`src/rtl/golden_nonce_reporter_if.sv`:
```
// Byte stream carrying serialized golden nonces to the host-link UART.
interface golden_nonce_reporter_if;
    logic [7:0] tx_data;
    logic       tx_valid;
    logic       tx_ready;

    modport master (output tx_data, output tx_valid, input tx_ready);
    modport slave  (input tx_data, input tx_valid, output tx_ready);
endinterface

```
`src/rtl/golden_nonce_reporter.sv`:
```
// Queues newly reported golden nonces and streams them as little-endian byte frames.
// Define GOLDEN_REPORTER_HEADER_EN to prefix each frame with an 8'hA5 header byte.
module golden_nonce_reporter #(
    parameter int DEPTH_LOG2 = 3
) (
    input  logic                    clk,
    input  logic                    reset,
    input  logic [31:0]             golden_nonce,
    golden_nonce_reporter_if.master tx,
    output logic [DEPTH_LOG2:0]     fifo_level,
    output logic                    overflow,
    output logic [7:0]              drop_count,
    output logic                    busy
);
    localparam int DEPTH = 1 << DEPTH_LOG2;
    localparam int PW    = DEPTH_LOG2 + 1;
`ifdef GOLDEN_REPORTER_HEADER_EN
    localparam logic [2:0] LAST_IDX = 3'd4;
`else
    localparam logic [2:0] LAST_IDX = 3'd3;
`endif

    typedef enum logic {IDLE, SEND} state_t;

    state_t          state_q, state_d;
    logic [31:0]     prev_q, prev_d;
    logic [31:0]     shift_q, shift_d;
    logic [2:0]      idx_q, idx_d;
    logic [PW-1:0]   wr_ptr_q, wr_ptr_d;
    logic [PW-1:0]   rd_ptr_q, rd_ptr_d;
    logic            overflow_q, overflow_d;
    logic [7:0]      drop_count_q, drop_count_d;
    logic [31:0]     mem_q [DEPTH];

    logic            new_event, empty, full, push, pop, drop;
    logic            tx_valid;
    logic [7:0]      tx_data;

    always_comb begin
        new_event = (golden_nonce != prev_q) && !reset;
        empty     = (wr_ptr_q == rd_ptr_q);
        full      = (wr_ptr_q[PW-1] != rd_ptr_q[PW-1]) &&
                    (wr_ptr_q[PW-2:0] == rd_ptr_q[PW-2:0]);

        state_d  = state_q;
        shift_d  = shift_q;
        idx_d    = idx_q;
        pop      = 1'b0;
        tx_valid = 1'b0;
        tx_data  = 8'h00;

        case (state_q)
            IDLE: begin
                if (!empty) begin
                    pop     = 1'b1;
                    shift_d = mem_q[rd_ptr_q[PW-2:0]];
                    idx_d   = 3'd0;
                    state_d = SEND;
                end
            end
            SEND: begin
                tx_valid = 1'b1;
`ifdef GOLDEN_REPORTER_HEADER_EN
                tx_data  = (idx_q == 3'd0) ? 8'hA5 : shift_q[7:0];
`else
                tx_data  = shift_q[7:0];
`endif
                if (tx.tx_ready) begin
                    if (idx_q != LAST_IDX) begin
                        idx_d = idx_q + 3'd1;
`ifdef GOLDEN_REPORTER_HEADER_EN
                        // the header byte does not consume nonce bits
                        if (idx_q != 3'd0) shift_d = shift_q >> 8;
`else
                        shift_d = shift_q >> 8;
`endif
                    end else if (!empty) begin
                        pop     = 1'b1;
                        shift_d = mem_q[rd_ptr_q[PW-2:0]];
                        idx_d   = 3'd0;
                    end else begin
                        state_d = IDLE;
                    end
                end
            end
            default: state_d = IDLE;
        endcase

        // a pop in the same cycle frees a slot, so a full FIFO still accepts
        push = new_event && (!full || pop);
        drop = new_event && !push;

        wr_ptr_d     = wr_ptr_q + PW'(push);
        rd_ptr_d     = rd_ptr_q + PW'(pop);
        prev_d       = golden_nonce;
        overflow_d   = overflow_q | drop;
        drop_count_d = (drop && drop_count_q != 8'hFF) ? drop_count_q + 8'd1 : drop_count_q;
    end

    always_ff @(posedge clk) begin
        if (reset) begin
            state_q      <= IDLE;
            prev_q       <= '0;
            shift_q      <= '0;
            idx_q        <= '0;
            wr_ptr_q     <= '0;
            rd_ptr_q     <= '0;
            overflow_q   <= 1'b0;
            drop_count_q <= '0;
        end else begin
            state_q      <= state_d;
            prev_q       <= prev_d;
            shift_q      <= shift_d;
            idx_q        <= idx_d;
            wr_ptr_q     <= wr_ptr_d;
            rd_ptr_q     <= rd_ptr_d;
            overflow_q   <= overflow_d;
            drop_count_q <= drop_count_d;
        end
    end

    // storage needs no reset: push is masked while reset is high
    always_ff @(posedge clk) begin
        if (push) mem_q[wr_ptr_q[PW-2:0]] <= golden_nonce;
    end

    assign tx.tx_valid  = tx_valid;
    assign tx.tx_data   = tx_data;
    assign fifo_level   = wr_ptr_q - rd_ptr_q;
    assign overflow     = overflow_q;
    assign drop_count   = drop_count_q;
    assign busy         = (state_q == SEND) || (fifo_level != '0);
endmodule

```
`src/flat_wrapper.sv`:
```
// flat-port wrapper written by rule: the top's interface ports become plain ports
module golden_nonce_reporter_flat 
#(
    parameter int DEPTH_LOG2 = 3
)
  (clk, reset, golden_nonce, fifo_level, overflow, drop_count, busy, tx_tx_data, tx_tx_valid, tx_tx_ready);
  golden_nonce_reporter_if tx_i ();
  input  logic clk;
  input  logic reset;
  input  logic [31:0] golden_nonce;
  output logic [DEPTH_LOG2:0] fifo_level;
  output logic overflow;
  output logic [7:0] drop_count;
  output logic busy;
  output wire logic [$bits(tx_i.tx_data)-1:0] tx_tx_data;
  output wire logic [$bits(tx_i.tx_valid)-1:0] tx_tx_valid;
  input wire logic [$bits(tx_i.tx_ready)-1:0] tx_tx_ready;
  assign tx_tx_data = tx_i.tx_data;
  assign tx_tx_valid = tx_i.tx_valid;
  assign tx_i.tx_ready = tx_tx_ready;
  golden_nonce_reporter #(.DEPTH_LOG2(DEPTH_LOG2)) u_core (.clk(clk), .reset(reset), .golden_nonce(golden_nonce), .tx(tx_i), .fifo_level(fifo_level), .overflow(overflow), .drop_count(drop_count), .busy(busy));
endmodule
```
`config.mk`:
```
export PLATFORM = sky130hd
export DESIGN_NAME = golden_nonce_reporter_flat
export DESIGN_NICKNAME = d
export VERILOG_FILES = /design/src/rtl/golden_nonce_reporter_if.sv /design/src/rtl/golden_nonce_reporter.sv /design/src/flat_wrapper.sv
export SDC_FILE = /design/constraint.sdc
export NUM_CORES = 1
export LEC_CHECK = 0
export ABC_AREA = 1
export ABC_CLOCK_PERIOD_IN_PS = 5900
export CAP_MARGIN = 25
export CORE_UTILIZATION = 40
export DETAILED_ROUTE_END_ITERATION = 7
export PLACE_DENSITY = 0.53
export SLEW_MARGIN = 20
export SYNTH_ARGS = -nofsm -noshare
export SYNTH_HDL_FRONTEND = slang
export SYNTH_SLANG_ARGS = --single-unit
```
`constraint.sdc`:
```
create_clock -name clk -period 5.9 [get_ports clk]
set_input_delay 1.475 -clock clk [delete_from_list [all_inputs] [get_ports clk]]
set_output_delay 1.475 -clock clk [all_outputs]
set_load 0.01 [all_outputs]
```
## After elaboration in Yosys (flattened, before gate mapping)

Memory sizes are Yosys's and may differ from the RTL's. A register that Yosys moved wholly into a read port is not among the register bits.
Cells that the tools add are included.

| storage, ports and cells | value |
|---|---|
| bits in registers | 85 |
| latch bits | 0 |
| bits in writable memories | 256 |
| bits in read-only memories | 0 |
| input bits | 35 |
| output and inout port bits | 23 |
| logic and storage cells | 54 |
| memories kept | 1 |

| cells by class | value |
|---|---|
| add/subtract/negate cells | 5 |
| $mul | 0 |
| divide/modulo/power cells | 0 |
| order comparisons | 0 |
| equal/unequal tests | 7 |
| shift-type cells | 0 |
| mux-type cells | 20 |
| bitwise gates (word level) | 2 |
| reduce and logical (&&, ||, !) cells | 11 |

Memory list:

| memory | depth | width | read ports | clocked after Yosys merged registers in | write ports | RTL line | text |
|---|---|---|---|---|---|---|---|
| u_core.mem_q | 8 | 32 | 1 | 1 | 1 | golden_nonce_reporter.sv:33 | `logic [31:0] mem_q [DEPTH];` |

Operators with widths:

| cell | count |
|---|---|
| $mux W32 | 3 |
| $pmux W32 S2 | 1 |
| $ne A32 B32 Y1 | 1 |
| $mux W3 | 4 |
| $add A4 B1 Y4 | 2 |
| $add A8 B1 Y8 const B | 1 |
| $mux W1 | 8 |
| $mux W8 | 1 |
| $ne A8 B8 Y1 const B | 1 |
| $pmux W3 S2 | 1 |
| $logic_and A1 B1 Y1 | 5 |
| $eq A4 B4 Y1 | 1 |
| $pmux W1 S2 | 2 |
| $reduce_bool A4 Y1 | 1 |
| $sub A4 B4 Y4 | 1 |
| $add A3 B1 Y3 const B | 1 |
| $eq A3 B3 Y1 | 1 |
| $logic_not A1 Y1 | 3 |
| $ne A3 B2 Y1 const B | 1 |
| $logic_or A1 B1 Y1 | 2 |
| $ne A2 B2 Y1 const B | 1 |
| $ne A1 B1 Y1 | 1 |
| $not A1 Y1 | 1 |
| $or A1 B1 Y1 | 1 |

## Depth between registers and ports, before layout

Gate-level depths: netlist (run 1).

| logic depth | value |
|---|---|
| depth after elaboration | 10 |
| mapped depth | 14 |
| gate-level depth less buffers | 14 |

## Least setup slack after synthesis (run 1)

Ideal clock, no wire load.

| timing path | value |
|---|---|
| path kind | input-to-reg |
| start | in tx_tx_ready |
| end | mem u_core.mem_q[0][0] (enable) |
| library setup time | 421 ps |
| data arrival time | 3646 ps |
| required time | 5479 ps |
| setup slack | 1833 ps |
| cell stages on the path | 8 |
| cells stage by stage | nor2_2 > inv_2 > nand2_4 > inv_2 > nor3b_4 > nor3_1 > nand2_1 > nor2_1 |

| on the way | value |
|---|---|
| cells in the longest elaborated chain, start to end | 6 |

RTL lines:

| item | RTL line | text |
|---|---|---|
| start: declaration | flat_wrapper.sv:17 | `input wire logic [$bits(tx_i.tx_ready)-1:0] tx_tx_ready;` |
| $mux W1 | golden_nonce_reporter.sv:68 | `if (tx.tx_ready) begin` |
| $pmux W1 S2 | golden_nonce_reporter.sv:52 | `case (state_q)` |
| $logic_or A1 B1 Y1 | golden_nonce_reporter.sv:90 | `push = new_event && (!full \|\| pop);` |
| $logic_and A1 B1 Y1 | golden_nonce_reporter.sv:90 |  |
| $mux W1 | golden_nonce_reporter.sv:124 | `if (push) mem_q[wr_ptr_q[PW-2:0]] <= golden_nonce;` |
| $mux W1 (not written as such) | golden_nonce_reporter.sv:124 |  |
| end: declaration | golden_nonce_reporter.sv:33 |  |

Every way passes these cells.

## Worst setup path after layout (run 1)

| timing path | value |
|---|---|
| start | reg u_core.rd_ptr_q[2] |
| end | out busy |

| on the way | value |
|---|---|
| cells in the longest elaborated chain, start to end | 3 |

RTL lines:

| item | RTL line | text |
|---|---|---|
| start: declaration | golden_nonce_reporter.sv:30 | `logic [PW-1:0] rd_ptr_q, rd_ptr_d;` |
| start signal: assignment | golden_nonce_reporter.sv:116 | `rd_ptr_q <= rd_ptr_d;` |
| $sub A4 B4 Y4 | golden_nonce_reporter.sv:129 | `assign fifo_level = wr_ptr_q - rd_ptr_q;` |
| $reduce_bool A4 Y1 | golden_nonce_reporter.sv:132 | `assign busy = (state_q == SEND) \|\| (fifo_level != '0);` |
| $logic_or A1 B1 Y1 | golden_nonce_reporter.sv:132 |  |
| end: declaration | flat_wrapper.sv:14 | `output logic busy;` |

Every way passes these cells.

==> impl_summary.txt, run 1 <==
----------------------------------------------------
[Status]
  Outcome ... finished, final reports clean

[Logic synthesis]
  Most common library cells after synthesis ... edfxtp_1 (256), nor2_1 (249), nand2_1 (189)
  Synthesis Warnings ... 0
  Largest cells by area after synthesis ... edfxtp_1 (55%), dfxtp_1 (12%), nor2_1 (6.7%), o21ai_0 (5.4%), nand2_1 (5.1%)
  Synthesized cell area ... 14000 µm²
  Most frequent cell after synthesis ... edfxtp_1
  Distinct cell type count after synthesis ... 36
  Portion of synthesized cell area occupied by the leading cell type ... 54.8%
  Proportion of synthesized flip-flops having asynchronous set or reset ... 0%
  Count of flip-flops with a built-in enable after synthesis ... 256
  Sequential element share of the synthesized area ... 66.9%
  Mean Syn Cell Area ... 10.6 µm²
  Syn Inst Count ... 1326
  Post-synthesis net count ... 1371
  Number of register bits inferred by synthesis ... 341
  Cell taking the most area after synthesis ... edfxtp_1
  Main synth FF type ... edfxtp_1

[Run]
  Maxcap violations ... 0

[Clocking]
  Post-CTS clock slew at the launch and capture registers of the worst setup and hold paths ... 0.06 ns
  CTS max path bufs ... 3
  Number of cells upsized or downsized after cts ... 0
  CTS tree ... done
  Hold Buf Count CTS ... 0
  Worst-skew pair later-pin latency ... 0.52 ns
  CTS H-tree lvls ... 2
  Root buffer cell ... clkbuf_16
  Total setup buffers inserted after CTS ... 0
  CTS buffer count ... 37
  Number of sinks driven by the clock tree ... 341

[Power]
  Power Dens Cells ... 402 nW/µm²
  Post-layout total power ... 6580 µW
  Static leakage ... 0.00592 µW
  Worst vdd rail ir drop ... 210 µV

[Timing]
  Worst-case clock skew ... 0.00979 ns
  Slew headroom ... 35.4%
  Ratio of final minimum period to clock period ... 79.0%
  Final setup violation count ... 0
  Min Tclk post-route ... 4.66 ns
  Worst-Margin Slew ... 0.970 ns
  RSZ-0062 raised after global routing ... no
  Summed negative setup slack over all endpoints ... 0 ns
  Number of max-slew violations in the final report ... 0
  Final Hold Violating Endpoints ... 0
  Fmax ... 214 MHz

[Critical path]
  Crit-path max cell delay ... 0.54 ns
  Family with the most delay on the worst path ... buffers and inverters
  Most used cell along the critical path ... buf_4
  R2r setup slk ... 2.14 ns
  Critical path fanouts, max ... 34
  Number of stages on the worst setup path ... 10
  Cells along the critical path ... buf_4 > clkinv_1 > buf_4 > ha_1 > a21oi_1 > o21ai_0 > xnor2_1 > nor2_1 > nand4_1 > clkdlybuf4s50_1
  Reg-to-Reg Start ... u_core.rd_ptr_q[2]
  Type of destination of the critical path ... output port
  Category of the worst setup path launch point ... flip-flop
  Class of the most critical setup path ... flip-flop to output port
  Count of buffering cells on the critical path with inverters included ... 4
  Cell type of the slowest stage on the worst timing path ... clkdlybuf4s50_1
  Number of cells on the worst reg-to-reg path ... 10
  Data arrival time of the worst path ... 3.19 ns
  CP endpoint ... busy
  FF-to-FF End ... u_core.mem_q[0][10]
  Source of the critical timing path ... u_core.rd_ptr_q[2]
  Required @ worst endpoint ... 4.43 ns

[Global routing]
  Number of global-route vias before repair ... 9076
  Total Routing Usage GR ... 19.9%
  GRT Residual Overflow ... 0
  Maximum number of pins on one net before global-route repair ... 93
  Initial antenna violation count ... 0
  First-pass GRT wire length ... 54300 µm

[Floorplanning]
  Io pins ... 58
  Height of the die ... 189 µm
  Row Count ... 68
  Overall die area ... 35800 µm²
  Overall die width ... 189 µm
  Starting utilization of the core area ... 40.6%
  Core Box Area ... 34500 µm²

[Final layout]
  Post-layout util ... 47.4%
  Multi-input logic area ... 3980 µm²
  Count of filler cells inserted in the layout ... 3230
  Proportion of layout cells with a drive suffix above 1 ... 7.27%
  Number of nets in the layout ... 1419
  Area added between synthesis and finish ... 16.6%
  Antenna diode instance count ... 0
  Area occupied by registers ... 9390 µm²

[Detailed routing]
  Initial DRC Count ... 729
  Mean number of vias per cell ... 5.18
  Mean routed wirelength per cell ... 19.1 µm
  Total number of vias ... 9622
  Number of remaining DRC errors ... 0
  Total Wirelength ... 35400 µm
  First drt pass iteration count ... 5
  Final ANT Viol Nets ... 0

[Min path]
  Hold Path Origin ... u_core.shift_q[24]
  Worst min-delay path class ... flip-flop to flip-flop

[Placed design]
  Placer Congestion ... 0.778
  IO buf count ... 57
  Post-detailed-placement half-perimeter wirelength ... 20500 µm

----------------------------------------------------
[kinds of logic (layout without fill, tap and decap cells)]
| family | Yosys count | in the layout | share of synthesized area (%) |
|---|---|---|---|
| simple gates | 487 | 487 | 13.8 |
| mux | 5 | 5 | 0.401 |
| flops | 341 | 341 | 66.9 |
| fa+ha+maj | 10 | 10 | 0.945 |
| buf+inv | 185 | 262 | 5.18 |
| compound gates | 279 | 279 | 11.5 |
| xor+xnor | 19 | 19 | 1.24 |
[registers in the layout, indices dropped and copies added (netlist names)]
name and count:
u_core.mem_q 256, u_core.prev_q 32, u_core.shift_q 32, u_core.drop_count 8
u_core.rd_ptr_q 4, u_core.wr_ptr_q 4, u_core.idx_q 3, u_core.overflow 1
u_core.state_q 1
[metal layers]
| layer | wire [µm] | GRT usage, % | vias up |
|---|---|---|---|
| met5 | 0 | 0 | - |
| met4 | 569 | 5.46 | 0 |
| met3 | 1850 | 2.87 | 36 |
| met2 | 16200 | 31.2 | 252 |
| met1 | 16800 | 28.6 | 4666 |
| li1 | - | - | 4668 |
[through the flow]
| step | hold slack (ns) | setup slack [ns] | cells | instance area [µm²] |
|---|---|---|---|---|
| after floorplan | 0.443 | 1.83 | 1326 | 14000 |
| after global placement | 0.456 | 1.14 | 1790 | 15100 |
| after detailed placement | 0.460 | 1.11 | 1790 | 15100 |
| after CTS | 0.469 | 1.18 | 1858 | 16400 |
| after global routing | 0.499 | 0.998 | 1858 | 16400 |
| final | 0.470 | 1.24 | 1858 | 16400 |
[cell usage in the layout, fill, tap and decap left out, types with 4 or more instances in the layout]
cell type / synthesis / routed
a31oi_1: 9 / 9
o221ai_1: 21 / 21
o211ai_1: 25 / 25
nand3_1: 31 / 31
nand4_1: 10 / 10
nor2_1: 249 / 241
nor2_4: 0 / 8
edfxtp_1: 256 / 256
clkdlybuf4s50_1: 0 / 56
xor2_1: 7 / 7
mux2_2: 5 / 5
o22ai_1: 37 / 37
bufinv_16: 0 / 4
clkbuf_1: 45 / 14
xnor2_1: 11 / 11
a21oi_1: 32 / 32
inv_1: 114 / 114
dfxtp_1: 85 / 83
ha_1: 9 / 9
buf_4: 1 / 19
o21ai_0: 151 / 151
nand2_1: 189 / 189
clkbuf_8: 0 / 6
clkbuf_16: 0 / 39
[layout make-up]
| type | instances | share of cell area, % |
|---|---|---|
| clock buffers | 59 | 6.79 |
| clock inverters | 9 | 0.956 |
| inverters | 119 | 2.74 |
| multi-input cells | 800 | 24.3 |
| flip-flops and latches | 341 | 57.4 |
| well taps | 455 | 3.48 |
| repair buffers | 75 | 4.30 |
[how the worst min path moves through the flow]
stage	to	cells after the start
finish	u_core.shift_q[24]	2
global route	u_core.idx_q[1]	2
CTS	u_core.shift_q[24]	2
detailed placement	u_core.shift_q[24]	2
global placement	u_core.idx_q[1]	2
floorplan	u_core.idx_q[0]	2
[power breakdown]
part           leakage [µW]  internal (µW)  total (µW)  switching [µW]
logic               0.00228            432        1340             912
registers           0.00303           2720        2850             134
clock network      0.000617           1470        2390             914
total               0.00592           4620        6580            1960
[tightest hold or removal path, cell delays in order (launching register included)]
cell	delay, ns
dfxtp_1	0.31
nand2_1	0.06
a21oi_1	0.05
Power figures use the tool's default switching activity.
==> run 2, diff against run 1 <==
--- a/config.mk
+++ b/config.mk
@@ -6,11 +6,11 @@
 export NUM_CORES = 1
 export LEC_CHECK = 0
 export ABC_AREA = 1
-export ABC_CLOCK_PERIOD_IN_PS = 5900
+export ABC_CLOCK_PERIOD_IN_PS = 4100
 export CAP_MARGIN = 25
 export CORE_UTILIZATION = 40
 export DETAILED_ROUTE_END_ITERATION = 7
-export PLACE_DENSITY = 0.53
+export PLACE_DENSITY = 0.56
 export SLEW_MARGIN = 20
 export SYNTH_ARGS = -nofsm -noshare
 export SYNTH_HDL_FRONTEND = slang
==> constraint.sdc (replaced) <==
create_clock -name clk -period 4.1 [get_ports clk]
set_input_delay 1.025 -clock clk [delete_from_list [all_inputs] [get_ports clk]]
set_output_delay 1.025 -clock clk [all_outputs]
set_load 0.01 [all_outputs]
==> run 2 against run 1 <==
Compared with the run above:
- worst setup slack worse by 0.69 ns
- core utilization is 2.0 points higher
- non-clock buffer count is 80 higher
- sequential cell count stayed put
- final cell count is 4.5% higher
- clock power is 40% higher
- critical path depth is 3 lower
- register-to-register slack worse by 0.98 ns
- critical path type unchanged
- highest routed layer unchanged
==> impl_summary.txt, run 2 (synthesized netlist as in run 1, its figures left out) <==
----------------------------------------------------
[Floorplanning]
  Row Count ... 68
  Core Box Area ... 34500 µm²
  Starting utilization of the core area ... 40.6%
  Io pins ... 58
  Overall die area ... 35800 µm²
  Overall die width ... 189 µm
  Height of the die ... 189 µm

[Clocking]
  Worst-skew pair later-pin latency ... 0.53 ns
  CTS tree ... done
  Hold Buf Count CTS ... 0
  Number of sinks driven by the clock tree ... 341
  Total setup buffers inserted after CTS ... 0
  CTS H-tree lvls ... 2
  Post-CTS clock slew at the launch and capture registers of the worst setup and hold paths ... 0.06 ns
  CTS max path bufs ... 3
  Root buffer cell ... clkbuf_16
  CTS buffer count ... 39
  Number of cells upsized or downsized after cts ... 0

[Critical path]
  Number of cells on the worst reg-to-reg path ... 10
  Data arrival time of the worst path ... 2.53 ns
  Class of the most critical setup path ... flip-flop to output port
  Required @ worst endpoint ... 3.07 ns
  Type of destination of the critical path ... output port
  Reg-to-Reg Start ... u_core.idx_q[1]
  Category of the worst setup path launch point ... flip-flop
  FF-to-FF End ... u_core.mem_q[2][6]
  R2r setup slk ... 1.16 ns
  Critical path fanouts, max ... 3

[Final layout]
  Number of nets in the layout ... 1501
  Number of flip-flops under the largest register name ... 256
  Area added between synthesis and finish ... 21.4%
  Highest-count cells in the layout ignoring fill and taps ... edfxtp_1 (256), nor2_1 (241), nand2_1 (189)
  Proportion of layout cells with a drive suffix above 1 ... 12.3%
  Antenna diode instance count ... 0
  Leading cell type in the layout, fill and taps excluded ... edfxtp_1

[Min path]
  Worst min-delay path class ... flip-flop to flip-flop
  Hold Path Origin ... u_core.shift_q[25]
  Hold-critical path depth ... 2
  Hold-critical path endpoint ... u_core.shift_q[25]

[Global routing]
  Total Routing Usage GR ... 20.4%
  Maximum number of pins on one net before global-route repair ... 129
  First-pass GRT wire length ... 55800 µm
  GRT Residual Overflow ... 0
  Initial antenna violation count ... 0
  Number of global-route vias before repair ... 9608

[Placed design]
  Post-detailed-placement half-perimeter wirelength ... 22300 µm
  IO buf count ... 57
  Placer Congestion ... 0.798

[Power]
  Power Dens Cells ... 559 nW/µm²
  Post-layout total power ... 9520 µW
  Worst vdd rail ir drop ... 297 µV
  Static leakage ... 0.00632 µW

[Timing]
  RSZ-0062 raised after global routing ... no
  Number of max-slew violations in the final report ... 0
  Worst-Margin Slew ... 1.04 ns
  Worst-case clock skew ... 0.0272 ns
  Summed negative setup slack over all endpoints ... 0 ns
  Fmax ... 281 MHz
  Slew headroom ... 30.8%
  Final setup violation count ... 0
  Ratio of final minimum period to clock period ... 86.8%
  Min Tclk post-route ... 3.56 ns
  Final Hold Violating Endpoints ... 0

[Detailed routing]
  Total Wirelength ... 35600 µm
  Mean number of vias per cell ... 5.09
  Total number of vias ... 9889
  Mean routed wirelength per cell ... 18.3 µm
  Number of remaining DRC errors ... 0
  Initial DRC Count ... 774
  First drt pass iteration count ... 5
  Final ANT Viol Nets ... 0

[Status]
  Outcome ... finished, final reports clean

[Run]
  Maxcap violations ... 0

----------------------------------------------------
==> run 2: changes by cell type in the layout (fill, tap and decap cells not counted), sizes merged <==
cell	change
buf	+80
clkinv	+15
clkbuf	-13
clkinvlp	+2
bufinv	-1
inv	+1
==> run 2: area by class of cell <==
cell class / instances / area (µm²)
fillers: 3176 / 17500
flip-flops and latches: 341 / 9390
clock inverters: 26 / 215
repair buffers: 155 / 1410
clock buffers: 46 / 1020
multi-input cells: 800 / 3980
inverters: 119 / 448
well taps: 455 / 569
==> run 2: how the worst max path moves through the flow <==
stage	startpoint	to	slack [ns]	depth (start not counted)
finish	u_core.wr_ptr_q[0]	busy	0.54	7
detailed placement	golden_nonce[16]	u_core.mem_q[2][0]	0.11	13
CTS	u_core.rd_ptr_q[2]	busy	0.55	8
floorplan	u_core.rd_ptr_q[2]	u_core.mem_q[0][0]	0.34	9
global placement	golden_nonce[16]	u_core.mem_q[4][20]	0.05	13
global route	u_core.wr_ptr_q[2]	busy	0.37	7
==> run 2: routing by layer <==
layer / global-route usage (%) / routed length (µm) / part of all wire, %
met1: 29.1 / 16500 / 46
met2: 33.3 / 16600 / 47
met3: 2.52 / 2160 / 6.1
met4: 4.22 / 423 / 1.2
met5: 0 / 0 / 0
==> run 2: power by group <==
part / total [µW] / leakage (µW) / switching, µW / internal, µW
combinational: 2160 / 0.00269 / 1450 / 716
clock: 3340 / 0.000603 / 1360 / 1980
sequential: 4020 / 0.00303 / 105 / 3910
==> run 2: metrics by stage <==
stage	utilization (%)	std cells	setup slack [ns]	hold WS [ns]	instance area, µm²
2_1_floorplan	-	1326	0.335	0.443	14000
3_3_place_gp	45.3	1864	0.0497	0.456	15700
3_5_place_dp	45.7	1870	0.109	0.459	15800
4_1_cts	49.3	1942	0.546	0.468	17000
5_1_grt	49.3	1942	0.373	0.502	17000
6_report	49.3	1942	0.543	0.470	17000
==> run 2: worst max-delay path, cell delays in order (launching register included) <==
cell,delay (ns)
dfxtp_1,0.35
inv_1,0.09
ha_1,0.21
fa_1,0.38
xnor2_1,0.28
nor2_1,0.08
nand4_1,0.07
clkdlybuf4s50_1,0.53
